### src/rtl/led_cube_pkg.sv
// Shared constants and loader state encoding for the LED cube UART frame path.
// TX_ECHO_EN adds the echo states to the loader FSM.
package led_cube_pkg;

  localparam logic [4:0] UART_RXDATA = 5'd0;
  localparam logic [4:0] UART_TXDATA = 5'd1;
  localparam logic [4:0] UART_STATUS = 5'd2;

  localparam int STAT_RRDY = 7;
  localparam int STAT_TRDY = 6;

  localparam logic [7:0] SYNC_BYTE_DEFAULT = 8'hA5;

  typedef enum logic [2:0] {
    POLL_ST,
    WAIT_ST,
    RD_RX,
    WAIT_RX,
    PROC
`ifdef TX_ECHO_EN
    ,
    ECHO_ST,
    ECHO_WAIT,
    ECHO_WR
`endif
  } loader_state_t;

endpackage

### src/rtl/led_frame_dbuf.sv
// Double-buffered frame store: writes go to the back buffer, the driver reads the front.
// front_sel picks which physical array is the front; read data is registered.
module led_frame_dbuf #(
  parameter int FRAME_BYTES = 64
) (
  input  logic       clk,
  input  logic       rst_n,
  input  logic       we,
  input  logic [5:0] waddr,
  input  logic [7:0] wdata,
  input  logic       front_sel,
  input  logic       loaded,
  input  logic [5:0] rd_addr,
  output logic [7:0] rd_data
);

  logic [7:0] buf0 [FRAME_BYTES];
  logic [7:0] buf1 [FRAME_BYTES];

  // NOTE: the arrays have no reset so they map onto plain RAM; rd_data masks them until a frame lands.
  always_ff @(posedge clk) begin
    if (we) begin
      if (front_sel) buf0[waddr] <= wdata;
      else           buf1[waddr] <= wdata;
    end
  end

  always_ff @(posedge clk or negedge rst_n) begin
    if (!rst_n) begin
      rd_data <= 8'h00;
    end else if (!loaded || ({1'b0, rd_addr} >= 7'(FRAME_BYTES))) begin
      rd_data <= 8'h00;
    end else begin
      rd_data <= front_sel ? buf1[rd_addr] : buf0[rd_addr];
    end
  end

endmodule

### src/rtl/uart_frame_loader.sv
// Avalon-MM master that polls a UART and assembles sync-prefixed frames into led_frame_dbuf.
// Define TX_ECHO_EN to write every received byte back to TXDATA once TRDY is set.
module uart_frame_loader
  import led_cube_pkg::*;
#(
  parameter int         FRAME_BYTES    = 64,
  parameter logic [7:0] SYNC_BYTE      = SYNC_BYTE_DEFAULT,
  parameter int         TIMEOUT_CYCLES = 500000
) (
  input  logic        clk,
  input  logic        rst_n,
  output logic [4:0]  avm_address,
  output logic        avm_read,
  output logic        avm_write,
  output logic [15:0] avm_writedata,
  input  logic [15:0] avm_readdata,
  input  logic        avm_readdatavalid,
  input  logic        avm_waitrequest,
  input  logic [5:0]  rd_addr,
  output logic [7:0]  rd_data,
  output logic        frame_valid,
  output logic [7:0]  frame_count,
  output logic        err_timeout
);

  localparam int              TO_W     = $clog2(TIMEOUT_CYCLES + 1);
  localparam logic [5:0]      LAST_IDX = 6'(FRAME_BYTES - 1);
  localparam logic [TO_W-1:0] TO_LAST  = TO_W'(TIMEOUT_CYCLES - 1);

  loader_state_t   state, state_nxt;
  logic            run;
  logic            hunting;
  logic            front_sel;
  logic            loaded;
  logic            buf_we;
  logic [5:0]      byte_idx;
  logic [7:0]      rx_byte;
  logic [TO_W-1:0] idle_cnt;
  logic            unused_rdata;

  assign unused_rdata = ^{avm_readdata[15:8], avm_readdata[STAT_TRDY]};
  assign buf_we       = (state == PROC) && !hunting;

  // NOTE: every output and state_nxt gets a default first so no path through the case infers a latch.
  always_comb begin
    state_nxt     = state;
    avm_read      = 1'b0;
    avm_write     = 1'b0;
    avm_address   = 5'd0;
    avm_writedata = 16'h0000;
    case (state)
      POLL_ST: begin
        // run holds the strobes low until the first clock after reset release
        if (run) begin
          avm_read    = 1'b1;
          avm_address = UART_STATUS;
          if (!avm_waitrequest) state_nxt = WAIT_ST;
        end
      end
      WAIT_ST: if (avm_readdatavalid) state_nxt = avm_readdata[STAT_RRDY] ? RD_RX : POLL_ST;
      RD_RX: begin
        avm_read    = 1'b1;
        avm_address = UART_RXDATA;
        if (!avm_waitrequest) state_nxt = WAIT_RX;
      end
      WAIT_RX: if (avm_readdatavalid) state_nxt = PROC;
`ifdef TX_ECHO_EN
      PROC: state_nxt = ECHO_ST;
      ECHO_ST: begin
        avm_read    = 1'b1;
        avm_address = UART_STATUS;
        if (!avm_waitrequest) state_nxt = ECHO_WAIT;
      end
      ECHO_WAIT: if (avm_readdatavalid) state_nxt = avm_readdata[STAT_TRDY] ? ECHO_WR : ECHO_ST;
      ECHO_WR: begin
        avm_write     = 1'b1;
        avm_address   = UART_TXDATA;
        avm_writedata = {8'h00, rx_byte};
        if (!avm_waitrequest) state_nxt = POLL_ST;
      end
`else
      PROC: state_nxt = POLL_ST;
`endif
      default: state_nxt = POLL_ST;
    endcase
  end

  // NOTE: sequential state uses non-blocking assignments so every register samples pre-edge values.
  always_ff @(posedge clk or negedge rst_n) begin
    if (!rst_n) begin
      state       <= POLL_ST;
      run         <= 1'b0;
      hunting     <= 1'b1;
      byte_idx    <= 6'd0;
      front_sel   <= 1'b0;
      loaded      <= 1'b0;
      rx_byte     <= 8'h00;
      idle_cnt    <= '0;
      frame_valid <= 1'b0;
      frame_count <= 8'd0;
      err_timeout <= 1'b0;
    end else begin
      state       <= state_nxt;
      run         <= 1'b1;
      frame_valid <= 1'b0;
      if (state == WAIT_RX && avm_readdatavalid) rx_byte <= avm_readdata[7:0];
      if (state == PROC) begin
        // a byte arriving on the timeout cycle wins: the counter simply restarts
        idle_cnt <= '0;
        if (hunting) begin
          if (rx_byte == SYNC_BYTE) begin
            hunting  <= 1'b0;
            byte_idx <= 6'd0;
          end
        end else if (byte_idx == LAST_IDX) begin
          front_sel   <= ~front_sel;
          frame_valid <= 1'b1;
          frame_count <= frame_count + 8'd1;
          loaded      <= 1'b1;
          hunting     <= 1'b1;
          byte_idx    <= 6'd0;
        end else begin
          byte_idx <= byte_idx + 6'd1;
        end
      end else if (!hunting) begin
        if (idle_cnt == TO_LAST) begin
          idle_cnt    <= '0;
          err_timeout <= 1'b1;
          hunting     <= 1'b1;
          byte_idx    <= 6'd0;
        end else begin
          idle_cnt <= idle_cnt + 1'b1;
        end
      end
    end
  end

  led_frame_dbuf #(.FRAME_BYTES(FRAME_BYTES)) u_dbuf (
    .clk       (clk),
    .rst_n     (rst_n),
    .we        (buf_we),
    .waddr     (byte_idx),
    .wdata     (rx_byte),
    .front_sel (front_sel),
    .loaded    (loaded),
    .rd_addr   (rd_addr),
    .rd_data   (rd_data)
  );

endmodule

### config.mk
export PLATFORM = sky130hd
export DESIGN_NAME = uart_frame_loader
export DESIGN_NICKNAME = d
export VERILOG_FILES = /design/src/rtl/led_cube_pkg.sv /design/src/rtl/led_frame_dbuf.sv /design/src/rtl/uart_frame_loader.sv
export SDC_FILE = /design/constraint.sdc
export NUM_CORES = 1
export LEC_CHECK = 0
export ABC_AREA = 1
export BUFFER_PORTS_ARGS = -buffer_cell sky130_fd_sc_hd__buf_2
export CAP_MARGIN = 20
export CORE_MARGIN = 5
export CORE_UTILIZATION = 55
export CTS_CLUSTER_SIZE = 10
export DETAILED_ROUTE_END_ITERATION = 6
export PLACE_DENSITY = 0.74
export SYNTH_ARGS = -nofsm -noshare
export SYNTH_HDL_FRONTEND = slang
export SYNTH_SLANG_ARGS = --single-unit
export TNS_END_PERCENT = 50
### constraint.sdc
create_clock -name clk -period 6 [get_ports clk]
set_clock_uncertainty 0.1 [all_clocks]
set_input_delay 0.6 -clock clk [delete_from_list [all_inputs] [get_ports clk]]
set_output_delay 0.6 -clock clk [all_outputs]
set_load 0.005 [all_outputs]
==> summary.md, run 1 <==
| Metric | Value |
|---|---|
| Core Region | `80700 um^2` |
| Via density | `5.93` |
| Vias in the first global route | `28000` |
| Share of layout cells above drive strength 1 | `6.24%` |
| Gr usage total | `about a quarter` |
| CP startpoint kind | `register` |
| WL/cell | `22.3 um` |
| Sink Count | `1082` |
| Final Setup Violations | `0` |
| Max-cap violations | `0` |
| Via Count | `29700` |
| Worst path required time | `roughly 6200 ps` |
| Mapped Area | `roughly 45000 um^2` |
| Starting density of the core | `a little under three fifths` |
| Max_slew headroom | `under 10%` |
| Max clock buf depth | `3` |
| Die area | `87300 um^2` |
| Busiest grt layer | `met2` |
| Routed Antenna Nets | `0` |
| Drt first pass iters | `7` |
| Largest net degree at the start of global routing | `230` |
| Die H | `slightly below 300 um` |
| R2R cell count | `4` |
| CP Class | `register to register` |
| Crit path arrival time | `3660 ps` |
| Max Clock Freq | `289 MHz` |
| Nets | `between 3000 and 4000` |
| Setup TNS | `0 ps` |
| First-pass GRT wire length | `168000 um` |
| RSZ-0062 raised after global routing | `false` |
| Post-synthesis sequential area ratio | `71.9%` |
| DIE WIDTH | `295 um` |
| GR Util met1 | `35.3%` |
| Async SR Flop Fraction | `5.36%` |
| Status | `finished, final reports clean` |
| Mean Syn Cell Area | `11.4 um^2` |
| Placed Area | `45500 um^2` |
| Final instance area | `48800 um^2` |
| Initial antenna violation count | `3` |
| Worst setup EP type | `register` |
| M3 GR Usage | `5.93%` |
| IO Port Bufs | `37` |
| H-tree Lvls | `3` |
| Unique cell type count in the Yosys netlist | `45` |
| Postcts setup bufs | `0` |
| Synthesis Warnings | `0` |
| Gr ovfl total | `0` |
| Mapped Cells | `~4000` |
| M2 GR Usage | `39.2%` |
| Syn-to-layout area delta | `8.93%` |
| CTS root buf | `clkbuf_16` |
| TritonCTS Buffers | `about 120` |
| VDD IR-drop max | `0.000511 V` |
| DRC | `0` |
| I/O pin cnt | `67` |
| Post-synth EDFFs | `1024` |
| Min Tclk post-route | `3460 ps` |
| Clock transition at path regs | `approximately 60 ps` |
| Skew-Pair Late Insertion Delay | `690 ps` |
| Number of core rows | `104` |
| Drt total wl | `111000 um` |
| Final period utilization | `57.7%` |
| CTS tree | `done` |
| Most used DFF post-synth | `edfxtp_1` |
| Max-slew violations | `0` |
| Drt initial violations | `about 4200` |
| Worst min path class | `input port to register` |
| Critical path fanouts, max | `11` |
| #FFs+latches synth | `1082` |
| Power per cell area | `368 nW/um^2` |
| Static Leak | `17.5 nW` |
| Hold depth | `3` |
| Final hold vios | `0` |
| RePlAce Congestion | `0.852` |
| Post-DP HPWL | `between 60000 and 70000 um` |
| Worst Max-Slew Pin Slew | `1370 ps` |
-- power by group --
group / leakage [nW] / total, mW / internal (mW) / switching (mW)
Combinational: 5.82 / 1.80 / 0.311 / 1.49
Sequential: 10.1 / 9.75 / 9.31 / 0.446
Clock: 1.59 / 6.43 / 3.70 / 2.73
Total: 17.5 / 18.0 / 13.3 / 4.66
-- timing repair --
item,in CTS,in global routing
hold buffers,1,0
endpoints found under the hold margin,57,0
resized for setup,0,0
-- critical path, cell delays in order, from the launching register on --
cell     delay, ps
dfrtp_1        680
nand2_1        180
nor2_2         940
nand2_1        380
nor2_1         790
-- Yosys cell counts (3+ instances only) --
cell         n  share of area, %
nand2_4      3             0.075
xor2_1       9              0.18
edfxtp_1  1024                69
nor2_1     166               1.4
buf_4       66               1.1
a21oi_1     11              0.12
nand2_1   1301                11
ha_1         3             0.084
buf_2      126               1.4
clkbuf_1    51              0.43
buf_1       18              0.15
nor3_1      17              0.19
o21ai_0     24              0.27
nand3_1    950                11
inv_1       41              0.34
nor2_2       6             0.084
dfrtp_1     57               3.2
xnor2_1      3             0.059
nand4_1      7             0.098
o22ai_1      3             0.042
inv_2        5             0.042
-- through the flow --
| step | std cells | setup WS [ps] | util [%] | hold WS (ps) | total power, mW |
|---|---|---|---|---|---|
| floorplan | 3940 | 2880 | - | 204 | 10.8 |
| global placement | 4808 | 2450 | 56.4 | 355 | 11.6 |
| detailed placement | 4808 | 2480 | 56.4 | 368 | 11.7 |
| CTS | 5002 | 2640 | 60.5 | 5.93 | 18.0 |
| global route | 5002 | 2440 | 60.5 | 43.8 | 18.5 |
| finish | 5004 | 2540 | 60.5 | 37.8 | 18.0 |
-- final cells by class --
cell class / instances / area, um^2
clock buffer: 187 / 3250
antenna: 2 / 5.00
fill: 6072 / 31900
clock inverter: 6 / 80.1
timing repair buffer: 71 / 529
sequential: 1082 / 32200
tap: 1060 / 1330
multi-input combinational: 2549 / 11200
inverter: 47 / 208
-- final timing paths --
check | slack (ps) | to | startpoint
setup / recovery | 2540 | u_dbuf.buf0[63][5] | byte_idx[2]
hold / removal | 40 | rx_byte[1] | avm_readdata[1]
setup reg to reg | 2540 | u_dbuf.buf0[63][5] | byte_idx[2]
hold reg to reg | 380 | frame_count[7] | frame_count[7]
max in group asynchronous | 4680 | rx_byte[2] | rst_n
min in group asynchronous | 480 | frame_count[4] | rst_n
-- sequential cells by signal, summed over array words and instances (netlist names) --
name	cells
u_dbuf.buf0	512
u_dbuf.buf1	512
idle_cnt	19
frame_count	8
rx_byte	8
u_dbuf.rd_data	8
byte_idx	6
state	3
err_timeout	1
frame_valid	1
front_sel	1
hunting	1
loaded	1
run	1
-- cells in the final DEF (no fill, tap or decap), types with 2 or more instances in the layout --
master,count
inv_6,3
nor3_1,9
nor2_2,8
xnor2_1,3
inv_2,5
nor3_2,6
o21ai_0,24
dfrtp_1,49
diode_2,2
nand3_1,950
nand2_4,3
nor2_8,2
xor2_1,9
nor2_1,164
nand4_1,7
a21oi_1,11
clkbuf_16,120
nand2_1,1300
clkbuf_1,67
o22ai_1,3
o31ai_1,2
clkinv_8,2
buf_2,33
dfrtp_4,8
buf_12,5
buf_4,30
nand2_2,2
conb_1,22
edfxtp_1,1024
inv_1,39
ha_1,3
or2_2,3
nor3_4,4
-- layer usage --
metal,vias up,part of all wire (%)
li1,13500,-
met1,14200,38
met2,1699,47
met3,232,12
met4,2,3.1
met5,-,0.011
-- logic make-up (layout without fill, tap and decap cells) --
logic type	Yosys count	after routing	share of synthesized area [%]
buffers and inverters	309	311	3.52
xor gates and xnor gates	13	13	0.271
and+or+nand+nor	2464	2464	23.7
adders and majority gates	3	3	0.0838
DFF	1082	1082	71.9
other	2	24	0.0168
AOI/OAI and AO/OA	47	47	0.600
(Power assumes the default switching activity.)
==> inputs of run 2 (changes only) <==
clock period = 3.2 ns   (was 6 ns; I/O delays follow)
==> run 2 against run 1 <==
The run now ends with design-rule violations left. Combinational power is 130% higher. Worst setup slack worse by 1900 ps. Worst hold slack better by 22 ps. Critical path depth is 3 higher. Global-route usage is 0.14 points higher. Via count is 2.3% higher. Critical path type unchanged. Highest routed layer is now met4.
==> summary.md, run 2 (synthesis gave the netlist of run 1 again) <==
| Metric | Value |
|---|---|
| Gr ovfl total | `0 (unchanged)` |
| Worst setup EP type | `register` |
| Max clock buf depth | `3 (unchanged)` |
| CTS tree | `done` |
| RePlAce Congestion | `0.915 (+7.4%)` |
| Via Count | `30400 (+2.3%)` |
| CP startpoint kind | `register` |
| Commonest non-fill, non-tap cell in the layout | `nand2_1` |
| Sink Count | `1082 (unchanged)` |
| Syn-to-layout area delta | `12.8%` |
| VDD IR-drop max | `0.000683 V (+34%)` |
| Max-slew violations | `0 (unchanged)` |
| IO Port Bufs | `37 (unchanged)` |
| Final Setup Violations | `0 (unchanged)` |
| Power per cell area | `670 nW/um^2 (+82%)` |
| Max Clock Freq | `389 MHz (+35%)` |
| Crit path arrival time | `2840 ps (-820 ps)` |
| First-pass GRT wire length | `170000 um (+1.2%)` |
| Die H | `295 um (unchanged)` |
| Final hold vios | `0 (unchanged)` |
| Largest registers | `u_dbuf.buf0 (512), u_dbuf.buf1 (512), idle_cnt (19)` |
| Final worst-path setup slack | `631 ps (-1910 ps)` |
| CP max-delay cell | `or2_2` |
| Starting density of the core | `55.5% (unchanged)` |
| Failing checks | `design-rule violations` |
| Worst path max stage delay | `450 ps (-490 ps)` |
| Post-DP HPWL | `64700 um (+4.8%)` |
| Place WS | `631 ps (-1850 ps)` |
| TritonCTS Buffers | `119 (unchanged)` |
| WL/cell | `21.4 um (-4.0%)` |
| DRC | `7 (+7)` |
| Max_slew headroom | `30.7% (+22 points)` |
| Drt total wl | `111000 um (-0.55%)` |
| Placed cells | `4978 (+3.5%)` |
| Vias in the first global route | `29000 (+3.5%)` |
| CP Class | `register to register` |
| Routed Antenna Nets | `0 (unchanged)` |
| Min Tclk post-route | `2570 ps (-893 ps)` |
| Worst-path cell chain | `nor3_2 > buf_4 > nand2_4 > or2_2 > buf_4 > nor2_1 > buf_4` |
| RSZ-0062 raised after global routing | `false` |
| Skew-Pair Late Insertion Delay | `690 ps (about the same)` |
| Die area | `87300 um^2 (unchanged)` |
| Final period utilization | `80.3% (+23 points)` |
| I/O pin cnt | `67 (unchanged)` |
| Largest net degree at the start of global routing | `130 (-43%)` |
| H-tree Lvls | `3 (unchanged)` |
| Cell mode on critical path | `buf_4` |
| Drt initial violations | `3862 (-8.5%)` |
| Gr usage total | `25.3% (+0.14 points)` |
| Postcts setup bufs | `0 (unchanged)` |
| Clock transition at path regs | `60 ps (about the same)` |
| Nets | `4090 (+4.9%)` |
| Via density | `5.86 (-1.3%)` |
| Worst path required time | `3470 ps (-2730 ps)` |
| Share of layout cells above drive strength 1 | `10.1% (+3.9 points)` |
| Most frequent cells in the layout | `nand2_1 (1300), edfxtp_1 (1024), nand3_1 (950)` |
| Worst Max-Slew Pin Slew | `1040 ps (-328 ps)` |
| Finished Layout Cells | `5185 (+3.6%)` |
| Worst min path class | `input port to register` |
| Status | `finished, violations left` |
| DIE WIDTH | `295 um (unchanged)` |
| Reg2reg setup slack | `630 ps (-1910 ps)` |
| Number of core rows | `104 (unchanged)` |
| Setup TNS | `0 ps (unchanged)` |
| Drt first pass iters | `7 (unchanged)` |
| Initial antenna violation count | `2 (-1)` |
| Static Leak | `18.6 nW (+6.3%)` |
| Critical path fanouts, max | `48 (+37)` |
| CTS root buf | `clkbuf_16` |
| Max-cap violations | `0 (unchanged)` |
| Core Region | `80700 um^2 (unchanged)` |
## run 2: cell types whose count changed in the layout (fill, tap and decap cells not counted), sizes merged
cell and change:
clkbuf -12, clkinv +4, inv +1, bufinv -1, clkinvlp -1, diode -1, dlygate4sd3 +20, buf +171
## run 2: cell type report
type,count,area (um^2)
diodes,1,2.50
clock buffers,175,3240
clock inverters,9,103
fillers,5975,30100
inverters,47,203
multi-input cells,2549,11100
flip-flops and latches,1082,32200
well taps,1060,1330
repair buffers,262,2320
## run 2: routing by layer
metal | share of wire [%] | routed length, um | GRT usage [%] | vias to the layer above
li1 | - | - | - | 13900
met4 | 2.8 | 3140 | 7.97 | 0
met1 | 39 | 43500 | 35.8 | 14500
met2 | 47 | 52200 | 40.3 | 1728
met3 | 11 | 12000 | 5.01 | 202
met5 | 0 | 0 | 0 | -
## run 2: path summary, 6_finish.rpt
kind / from / to / cells past startpoint
min in group asynchronous: rst_n / idle_cnt[13] / 2
max in group asynchronous: rst_n / rx_byte[2] / 2
hold reg to reg: frame_count[7] / frame_count[7] / 1
setup / recovery: state[1] / u_dbuf.buf1[0][6] / 7
hold / removal: rd_addr[5] / u_dbuf.rd_data[1] / 5
setup reg to reg: state[1] / u_dbuf.buf1[0][6] / 7
## run 2: critical path, delay by kind of cell (launching register included)
kind	cells	cell delay (ps)
AND/OR/NAND/NOR	4	930
flip-flops	1	430
buffers and inverters	3	780
## run 2: repair_timing
| action | CTS | global route |
|---|---|---|
| endpoints found under the hold margin | 68 | 0 |
| hold buffers | 21 | 0 |
| gates resized for setup | 0 | 0 |
## run 2: report_power, final
part,switching (mW),internal (mW),leakage (nW)
Sequential,0.286,17.4,10.1
Combinational,3.39,0.783,6.91
Clock,5.12,6.88,1.61
Total,8.79,25.1,18.6
## run 2: metrics by stage
step / power, mW / hold WS, ps / instance area, um^2 / utilization [%]
after floorplan: 20.2 / -75.6 / 44900 / -
after global placement: 21.9 / 355 / 47000 / 58.2
after detailed placement: 22.0 / 357 / 47000 / 58.2
after CTS: 33.9 / 23.9 / 50500 / 62.6
after global routing: 35.0 / 78.8 / 50600 / 62.7
final: 33.9 / 59.7 / 50600 / 62.7
